`src/rtl/eei.sv`:
```
// Shared execution-environment constants and the arbiter's response-routing tag type.
package eei;
  localparam int unsigned XLEN              = 32;
  localparam int unsigned MEMBUS_DATA_WIDTH = 32;

  typedef enum logic {
    ARB_SRC_CPU = 1'b0,
    ARB_SRC_DMA = 1'b1
  } arb_src_t;
endpackage

```
`src/rtl/membus_if.sv`:
```
// Membus request/response bundle: valid/ready request channel plus an in-order rvalid response.
interface membus_if;
  logic                                      valid;
  logic                                      ready;
  logic [eei::XLEN-1:0]                      addr;
  logic                                      wen;
  logic [eei::MEMBUS_DATA_WIDTH-1:0]         wdata;
  logic [eei::MEMBUS_DATA_WIDTH/8-1:0]       wmask;
  logic                                      rvalid;
  logic [eei::MEMBUS_DATA_WIDTH-1:0]         rdata;

  modport master (output valid, addr, wen, wdata, wmask, input ready, rvalid, rdata);
  modport slave  (input valid, addr, wen, wdata, wmask, output ready, rvalid, rdata);
endinterface

```
`src/rtl/tag_fifo.sv`:
```
// Synchronous circular FIFO; push is ignored when full and pop is ignored when empty.
module tag_fifo #(
  parameter int unsigned DEPTH = 4,
  parameter int unsigned WIDTH = 1
) (
  input  logic                     clk,
  input  logic                     rst,
  input  logic                     push,
  input  logic [WIDTH-1:0]         push_data,
  input  logic                     pop,
  output logic [WIDTH-1:0]         pop_data,
  output logic                     full,
  output logic                     empty,
  output logic [$clog2(DEPTH):0]   count
);
  localparam int unsigned AW = $clog2(DEPTH);

  logic [WIDTH-1:0] mem [DEPTH];
  logic [AW-1:0]    wptr;
  logic [AW-1:0]    rptr;
  logic             push_ok;
  logic             pop_ok;

  always_comb begin
    full     = (count == (AW+1)'(DEPTH));
    empty    = (count == '0);
    push_ok  = push & ~full;
    pop_ok   = pop & ~empty;
    pop_data = mem[rptr];
  end

  always_ff @(posedge clk) begin
    if (push_ok && !rst) begin
      mem[wptr] <= push_data;
    end
  end

  // DEPTH is a power of two, so the pointers wrap by natural overflow.
  always_ff @(posedge clk) begin
    if (rst) begin
      wptr  <= '0;
      rptr  <= '0;
      count <= '0;
    end else begin
      if (push_ok) begin
        wptr <= wptr + 1'b1;
      end
      if (pop_ok) begin
        rptr <= rptr + 1'b1;
      end
      case ({push_ok, pop_ok})
        2'b10:   count <= count + 1'b1;
        2'b01:   count <= count - 1'b1;
        default: count <= count;
      endcase
    end
  end
endmodule

```
`src/rtl/membus_fair_arbiter.sv`:
```
// CPU-priority Membus arbiter with a DMA starvation limit; an in-order tag FIFO routes responses.
module membus_fair_arbiter
  import eei::*;
#(
  parameter int unsigned DEPTH        = 4,
  parameter int unsigned STARVE_LIMIT = 3
) (
  input  logic                       clk,
  input  logic                       rst,
  membus_if.slave                    cpu,
  membus_if.slave                    dma,
  membus_if.master                   out,
  output logic [$clog2(DEPTH):0]     outstanding,
  output logic                       resp_orphan
);
  localparam int unsigned SW = $clog2(STARVE_LIMIT + 1);

  logic [SW-1:0] starve_cnt;
  logic          starved;
  arb_src_t      grant;
  arb_src_t      head;
  logic [0:0]    head_bits;
  logic [0:0]    grant_bits;
  logic          full;
  logic          empty;
  logic          handshake;
  logic          pop;

  always_comb begin
    starved = (starve_cnt == SW'(STARVE_LIMIT));
    grant   = ARB_SRC_CPU;
    if (dma.valid && (!cpu.valid || starved)) begin
      grant = ARB_SRC_DMA;
    end
    grant_bits = grant;
    head       = arb_src_t'(head_bits);
  end

  // Ready deliberately ignores same-cycle pops: keeps rvalid off the ready path.
  always_comb begin
    out.valid = 1'b0;
    cpu.ready = 1'b0;
    dma.ready = 1'b0;
    if (grant == ARB_SRC_DMA) begin
      out.addr  = dma.addr;
      out.wen   = dma.wen;
      out.wdata = dma.wdata;
      out.wmask = dma.wmask;
    end else begin
      out.addr  = cpu.addr;
      out.wen   = cpu.wen;
      out.wdata = cpu.wdata;
      out.wmask = cpu.wmask;
    end
    if (!rst && !full) begin
      if (grant == ARB_SRC_DMA) begin
        out.valid = dma.valid;
        dma.ready = out.ready;
      end else begin
        out.valid = cpu.valid;
        cpu.ready = out.ready;
      end
    end
    handshake = out.valid & out.ready;
  end

  always_comb begin
    pop        = ~rst & out.rvalid & ~empty;
    cpu.rvalid = pop & (head == ARB_SRC_CPU);
    dma.rvalid = pop & (head == ARB_SRC_DMA);
    cpu.rdata  = out.rdata;
    dma.rdata  = out.rdata;
  end

  tag_fifo #(
    .DEPTH (DEPTH),
    .WIDTH (1)
  ) u_tag_fifo (
    .clk       (clk),
    .rst       (rst),
    .push      (handshake),
    .push_data (grant_bits),
    .pop       (pop),
    .pop_data  (head_bits),
    .full      (full),
    .empty     (empty),
    .count     (outstanding)
  );

  always_ff @(posedge clk) begin
    if (rst) begin
      starve_cnt <= '0;
    end else if (handshake) begin
      if (grant == ARB_SRC_DMA) begin
        starve_cnt <= '0;
      end else if (dma.valid && !starved) begin
        starve_cnt <= starve_cnt + 1'b1;
      end
    end
  end

  always_ff @(posedge clk) begin
    if (rst) begin
      resp_orphan <= 1'b0;
    end else if (out.rvalid && empty) begin
      resp_orphan <= 1'b1;
    end
  end
endmodule

```
`src/flat_wrapper.sv`:
```
// flat-port wrapper written by rule: the top's interface ports become plain ports
module membus_fair_arbiter_flat import eei::*;
#(
  parameter int unsigned DEPTH        = 4,
  parameter int unsigned STARVE_LIMIT = 3
)
  (clk, rst, outstanding, resp_orphan, cpu_valid, cpu_addr, cpu_wen, cpu_wdata, cpu_wmask, cpu_ready, cpu_rvalid, cpu_rdata, dma_valid, dma_addr, dma_wen, dma_wdata, dma_wmask, dma_ready, dma_rvalid, dma_rdata, out_valid, out_addr, out_wen, out_wdata, out_wmask, out_ready, out_rvalid, out_rdata);
  membus_if cpu_i ();
  membus_if dma_i ();
  membus_if out_i ();
  input  logic clk;
  input  logic rst;
  output logic [$clog2(DEPTH):0] outstanding;
  output logic resp_orphan;
  input wire logic [$bits(cpu_i.valid)-1:0] cpu_valid;
  input wire logic [$bits(cpu_i.addr)-1:0] cpu_addr;
  input wire logic [$bits(cpu_i.wen)-1:0] cpu_wen;
  input wire logic [$bits(cpu_i.wdata)-1:0] cpu_wdata;
  input wire logic [$bits(cpu_i.wmask)-1:0] cpu_wmask;
  output wire logic [$bits(cpu_i.ready)-1:0] cpu_ready;
  output wire logic [$bits(cpu_i.rvalid)-1:0] cpu_rvalid;
  output wire logic [$bits(cpu_i.rdata)-1:0] cpu_rdata;
  input wire logic [$bits(dma_i.valid)-1:0] dma_valid;
  input wire logic [$bits(dma_i.addr)-1:0] dma_addr;
  input wire logic [$bits(dma_i.wen)-1:0] dma_wen;
  input wire logic [$bits(dma_i.wdata)-1:0] dma_wdata;
  input wire logic [$bits(dma_i.wmask)-1:0] dma_wmask;
  output wire logic [$bits(dma_i.ready)-1:0] dma_ready;
  output wire logic [$bits(dma_i.rvalid)-1:0] dma_rvalid;
  output wire logic [$bits(dma_i.rdata)-1:0] dma_rdata;
  output wire logic [$bits(out_i.valid)-1:0] out_valid;
  output wire logic [$bits(out_i.addr)-1:0] out_addr;
  output wire logic [$bits(out_i.wen)-1:0] out_wen;
  output wire logic [$bits(out_i.wdata)-1:0] out_wdata;
  output wire logic [$bits(out_i.wmask)-1:0] out_wmask;
  input wire logic [$bits(out_i.ready)-1:0] out_ready;
  input wire logic [$bits(out_i.rvalid)-1:0] out_rvalid;
  input wire logic [$bits(out_i.rdata)-1:0] out_rdata;
  assign cpu_i.valid = cpu_valid;
  assign cpu_i.addr = cpu_addr;
  assign cpu_i.wen = cpu_wen;
  assign cpu_i.wdata = cpu_wdata;
  assign cpu_i.wmask = cpu_wmask;
  assign cpu_ready = cpu_i.ready;
  assign cpu_rvalid = cpu_i.rvalid;
  assign cpu_rdata = cpu_i.rdata;
  assign dma_i.valid = dma_valid;
  assign dma_i.addr = dma_addr;
  assign dma_i.wen = dma_wen;
  assign dma_i.wdata = dma_wdata;
  assign dma_i.wmask = dma_wmask;
  assign dma_ready = dma_i.ready;
  assign dma_rvalid = dma_i.rvalid;
  assign dma_rdata = dma_i.rdata;
  assign out_valid = out_i.valid;
  assign out_addr = out_i.addr;
  assign out_wen = out_i.wen;
  assign out_wdata = out_i.wdata;
  assign out_wmask = out_i.wmask;
  assign out_i.ready = out_ready;
  assign out_i.rvalid = out_rvalid;
  assign out_i.rdata = out_rdata;
  membus_fair_arbiter #(.DEPTH(DEPTH), .STARVE_LIMIT(STARVE_LIMIT)) u_core (.clk(clk), .rst(rst), .cpu(cpu_i), .dma(dma_i), .out(out_i), .outstanding(outstanding), .resp_orphan(resp_orphan));
endmodule
```
`config.mk`:
```
export PLATFORM = sky130hd
export DESIGN_NAME = membus_fair_arbiter_flat
export DESIGN_NICKNAME = d
export VERILOG_FILES = /design/src/rtl/eei.sv /design/src/rtl/membus_if.sv /design/src/rtl/tag_fifo.sv /design/src/rtl/membus_fair_arbiter.sv /design/src/flat_wrapper.sv
export SDC_FILE = /design/constraint.sdc
export NUM_CORES = 1
export LEC_CHECK = 0
export CORE_AREA = 5 5 120 122
export CTS_CLUSTER_SIZE = 8
export DETAILED_ROUTE_END_ITERATION = 7
export DIE_AREA = 0 0 125 127
export PLACE_DENSITY = 0.7
export SLEW_MARGIN = 5
export SYNTH_ARGS = -nofsm -noshare
export SYNTH_HDL_FRONTEND = slang
export SYNTH_HIERARCHICAL = 1
export SYNTH_SLANG_ARGS = --single-unit
```
`constraint.sdc`:
```
create_clock -name clk -period 3.1 [get_ports clk]
set_clock_uncertainty 0.2 [all_clocks]
set_input_delay 0.62 -clock clk [delete_from_list [all_inputs] [get_ports clk]]
set_output_delay 0.62 -clock clk [all_outputs]
set_load 0.005 [all_outputs]
```
==> run_results.csv, run 1 <==
group,metric,value,unit
drt,detail-route-antenna-nets,0,
critical_path,path_class,"primary input to output port",
synthesis,muxShareOfSynthArea,37.27,%
placed_design,place.port_buffers,221,
placed_design,place.detailed.hpwl,9193,um
cts,tritoncts_clock_tree,"yes",
grt,antenna_found_initial,0,
finish,final_layout_size_suffix_gt1_share,24.24,%
drt,avgRoutedWirePerCell,18.15,um
sta,max_freq,334.2,MHz
grt,track_usage,12.04,%
sta,finalCriticalPeriod,2.992,ns
synthesis,yosys_most_used_dff,"sky130_fd_sc_hd__dfxtp_1",
finish,final.fill_count,1336,
critical_path,worst-r2r-cell-count,11,
worst_hold_path,whs_path_depth,2,
sta,grt_setup_unrepaired,"false",
synthesis,synth-edff-count,4,
cts,cts_made_buffers,3,
synthesis,yosys.area_share.adder,4.378,%
synthesis,synth.top_cells.by_count,"sky130_fd_sc_hd__mux2_2, sky130_fd_sc_hd__buf_4, sky130_fd_sc_hd__dfxtp_1, sky130_fd_sc_hd__nor2_1, sky130_fd_sc_hd__inv_1",
cts,holdBufCountCts,0,
drt,route.detailed.drc,0,
synthesis,netlist_area,2172,sq um
critical_path,worst-endpoint-arrival,2.17,ns
grt,first_global_vias,2459,
finish,antenna-diode-count,0,
cts,worst_skew_pair.late_latency,0.25,ns
sta,slew_violations,0,
critical_path,critPathCaptureType,"output port",
synthesis,combinational_family_with_the_most_area_after_synthesis,"multiplexers",
worst_hold_path,worst_min_path_start,"u_core/resp_orphan",
finish,final_cell_count_no_fill,572,
synthesis,total_of_warnings_raised_by_yosys,6,
drt,vias,2178,
die,design.die.area,15880,sq um
critical_path,r2r_end,"u_core/u_tag_fifo/count[2]",
synthesis,synth_seq_area_share,16.59,%
critical_path,setup.worst_path.start_class,"primary input",
finish,final_nets,580,
worst_hold_path,class_of_the_tightest_hold_or_removal_check,"flop to flop",
power_and_ir_drop,power-per-cell-area,230.3,nW/um^2
synthesis,synth_area_leaders,"sky130_fd_sc_hd__mux2_2, sky130_fd_sc_hd__buf_4, sky130_fd_sc_hd__dfxtp_1",
synthesis,synthDistinctLibCells,28,
critical_path,regToRegStartpoint,"u_core/u_tag_fifo/count[2]",
cts,cts.clk_slew.worst_paths,0.05,ns
synthesis,syn-mean-instance-area,9.611,sq um
die,chipWidth,125,um
synthesis,netlist.top_cell.by_area,"sky130_fd_sc_hd__mux2_2",
power_and_ir_drop,design_power_total,995.8,uW
synthesis,flops_latches_synth,16,
finish,flow.area_growth_from_synthesis,99.08,%
synthesis,synthXorXnorAreaFrac,1.210,%
die,die_height,127,um
sta,final-hold-violation-count,0,
power_and_ir_drop,total_leakage_power,1.626,nW
cts,cts.sinks,16,
drt,pre_repair_dr_iteration_count,4,
power_and_ir_drop,ir_drop,0.1428,mV
status,result_of_the_run,"finished, final reports clean",
critical_path,critical_path.max_fanout,4,
synthesis,yosys.area.top_type_share,35.77,%
drt,dr.first_iter.drc_count,17,
synthesis,synth_compound_area_share,2.650,%
flow_run,max_cap_violations,0,
die,ios,318,
synthesis,yosys.cell_count.top_type,"sky130_fd_sc_hd__mux2_2",
sta,part_of_the_cycle_the_worst_path_needs,96.51,%
cts,clock-root-buffer,"sky130_fd_sc_hd__clkbuf_16",
sta,timing.slew.headroom,77.07,%
cts,clock_tree_buf_depth,2,
drt,vias_per_cell,3.808,
sta,worstMarginPinSlew,0.3425,ns
critical_path,timing.critical_path.required,2.28,ns
grt,largest_net_degree_at_the_start_of_global_routing,21,
die,fp-row-count,42,
cts,h_tree_levels,1,
synthesis,syn_inst,226,
worst_hold_path,min_delay_worst_endpoint,"u_core/resp_orphan",
sta,final_sum_of_negative_setup_slack,0,ns
drt,detail_route.wirelength,10380,um
sta,final-setup-viol-count,0,
grt,globalRouteOverflowTotal,0,
placed_design,post-place-cells,564,
placed_design,globalplace.congestion,0.9239,
synthesis,async_flop_share,0,%
die,floorplan.initialDensity,16.60,%
critical_path,r2r_setup_slack,0.40,ns
die,core_area,13090,sq um
grt,global_route_wire_length_before_repair,14810,um
synthesis,syn-num-nets,409,
synthesis,synth-simple-area-share,9.908,%
## power breakdown
part | switching, mW | total (mW) | internal (mW)
Combinational | 0.145 | 0.517 | 0.373
Clock | 0.0813 | 0.253 | 0.171
Sequential | 0.00611 | 0.226 | 0.220
## cells in the final DEF, fill, tap and decap left out, types with 2 or more instances in the layout
master	Yosys	layout
sky130_fd_sc_hd__or3_1	5	5
sky130_fd_sc_hd__nor3b_1	5	4
sky130_fd_sc_hd__dlygate4sd2_1	0	7
sky130_fd_sc_hd__a21oi_1	7	7
sky130_fd_sc_hd__clkdlybuf4s50_1	0	214
sky130_fd_sc_hd__ha_1	6	6
sky130_fd_sc_hd__buf_4	64	13
sky130_fd_sc_hd__inv_1	9	9
sky130_fd_sc_hd__nand2_1	4	4
sky130_fd_sc_hd__clkbuf_16	0	3
sky130_fd_sc_hd__nor2_1	11	11
sky130_fd_sc_hd__mux2_2	69	69
sky130_fd_sc_hd__nand2b_1	3	3
sky130_fd_sc_hd__edfxtp_1	4	4
sky130_fd_sc_hd__nor3b_2	1	2
sky130_fd_sc_hd__buf_12	0	4
sky130_fd_sc_hd__o21ai_0	3	3
sky130_fd_sc_hd__dfxtp_1	12	12
sky130_fd_sc_hd__xor2_1	3	3
## layout make-up
cell class / instances / area (sq um) / share of cell area, %
clock buffers: 3 / 75.07 / 1.736
clock inverters: 1 / 3.754 / 0.08681
inverters: 9 / 33.78 / 0.7812
multi-input cells: 128 / 1222 / 28.27
flip-flops and latches: 16 / 360.3 / 8.333
well taps: 176 / 220.2 / 5.093
repair buffers: 239 / 2409 / 55.70
## cell families (layout without fill, tap and decap cells)
logic type | count (synthesis) | count (layout)
DFF | 16 | 16
buffers and inverters | 82 | 252
and+or+nand+nor | 36 | 36
AOI/OAI and AO/OA | 11 | 11
muxes | 71 | 71
adders and majority gates | 7 | 7
xor gates and xnor gates | 3 | 3
## worst max path at each step
| stage | from | slack, ns | endpoint |
|---|---|---|---|
| after CTS | rst | 0.05 | cpu_rvalid |
| after detailed placement | cpu_valid | -0.22 | out_wdata[15] |
| after global routing | rst | 0.07 | dma_rvalid |
| final | rst | 0.11 | cpu_rvalid |
| after floorplan | rst | 0.49 | u_core/u_tag_fifo/count[2] |
| after global placement | cpu_valid | -0.21 | out_wdata[28] |
## through the flow
stage / utilization, % / instance area (sq um) / hold slack [ns] / setup slack, ns
final: 33.05 / 4324 / 0.2761 / 0.1081
after global routing: 33.05 / 4324 / 0.3013 / 0.06976
after CTS: 33.01 / 4319 / 0.2791 / 0.04840
after detailed placement: 32.02 / 4190 / 0.2641 / -0.2226
after global placement: 32.02 / 4190 / 0.2460 / -0.2082
after floorplan: - / 2172 / 0.2340 / 0.4918
## critical path: stages
cell,delay [ns]
sky130_fd_sc_hd__clkdlybuf4s50_1,0.51
sky130_fd_sc_hd__nor3b_2,0.26
sky130_fd_sc_hd__buf_4,0.15
sky130_fd_sc_hd__nor2b_1,0.12
sky130_fd_sc_hd__clkdlybuf4s50_1,0.50
## repair_timing
action,4_1_cts,5_1_grt
cloned,1,0
buffers inserted,3,0
endpoints found under the setup margin,70,2
pin swaps,1,0
resized for setup,9,1
## per-layer routing
layer  GRT usage [%]  vias to the layer above  part of all wire (%)
li1                -                     1047                     -
met1           12.84                      988                    36
met2           23.09                      130                    55
met3           3.840                       13                   8.0
met4           2.742                        0                   1.5
met5               0                        -                     0
Power figures use the tool's default switching activity.
==> inputs of run 2 (changes only) <==
GPL_ROUTABILITY_DRIVEN = 1   (was not set)
==> results of run 2 <==
No change in the layout: final DEF, timing and power equal those of run 1.
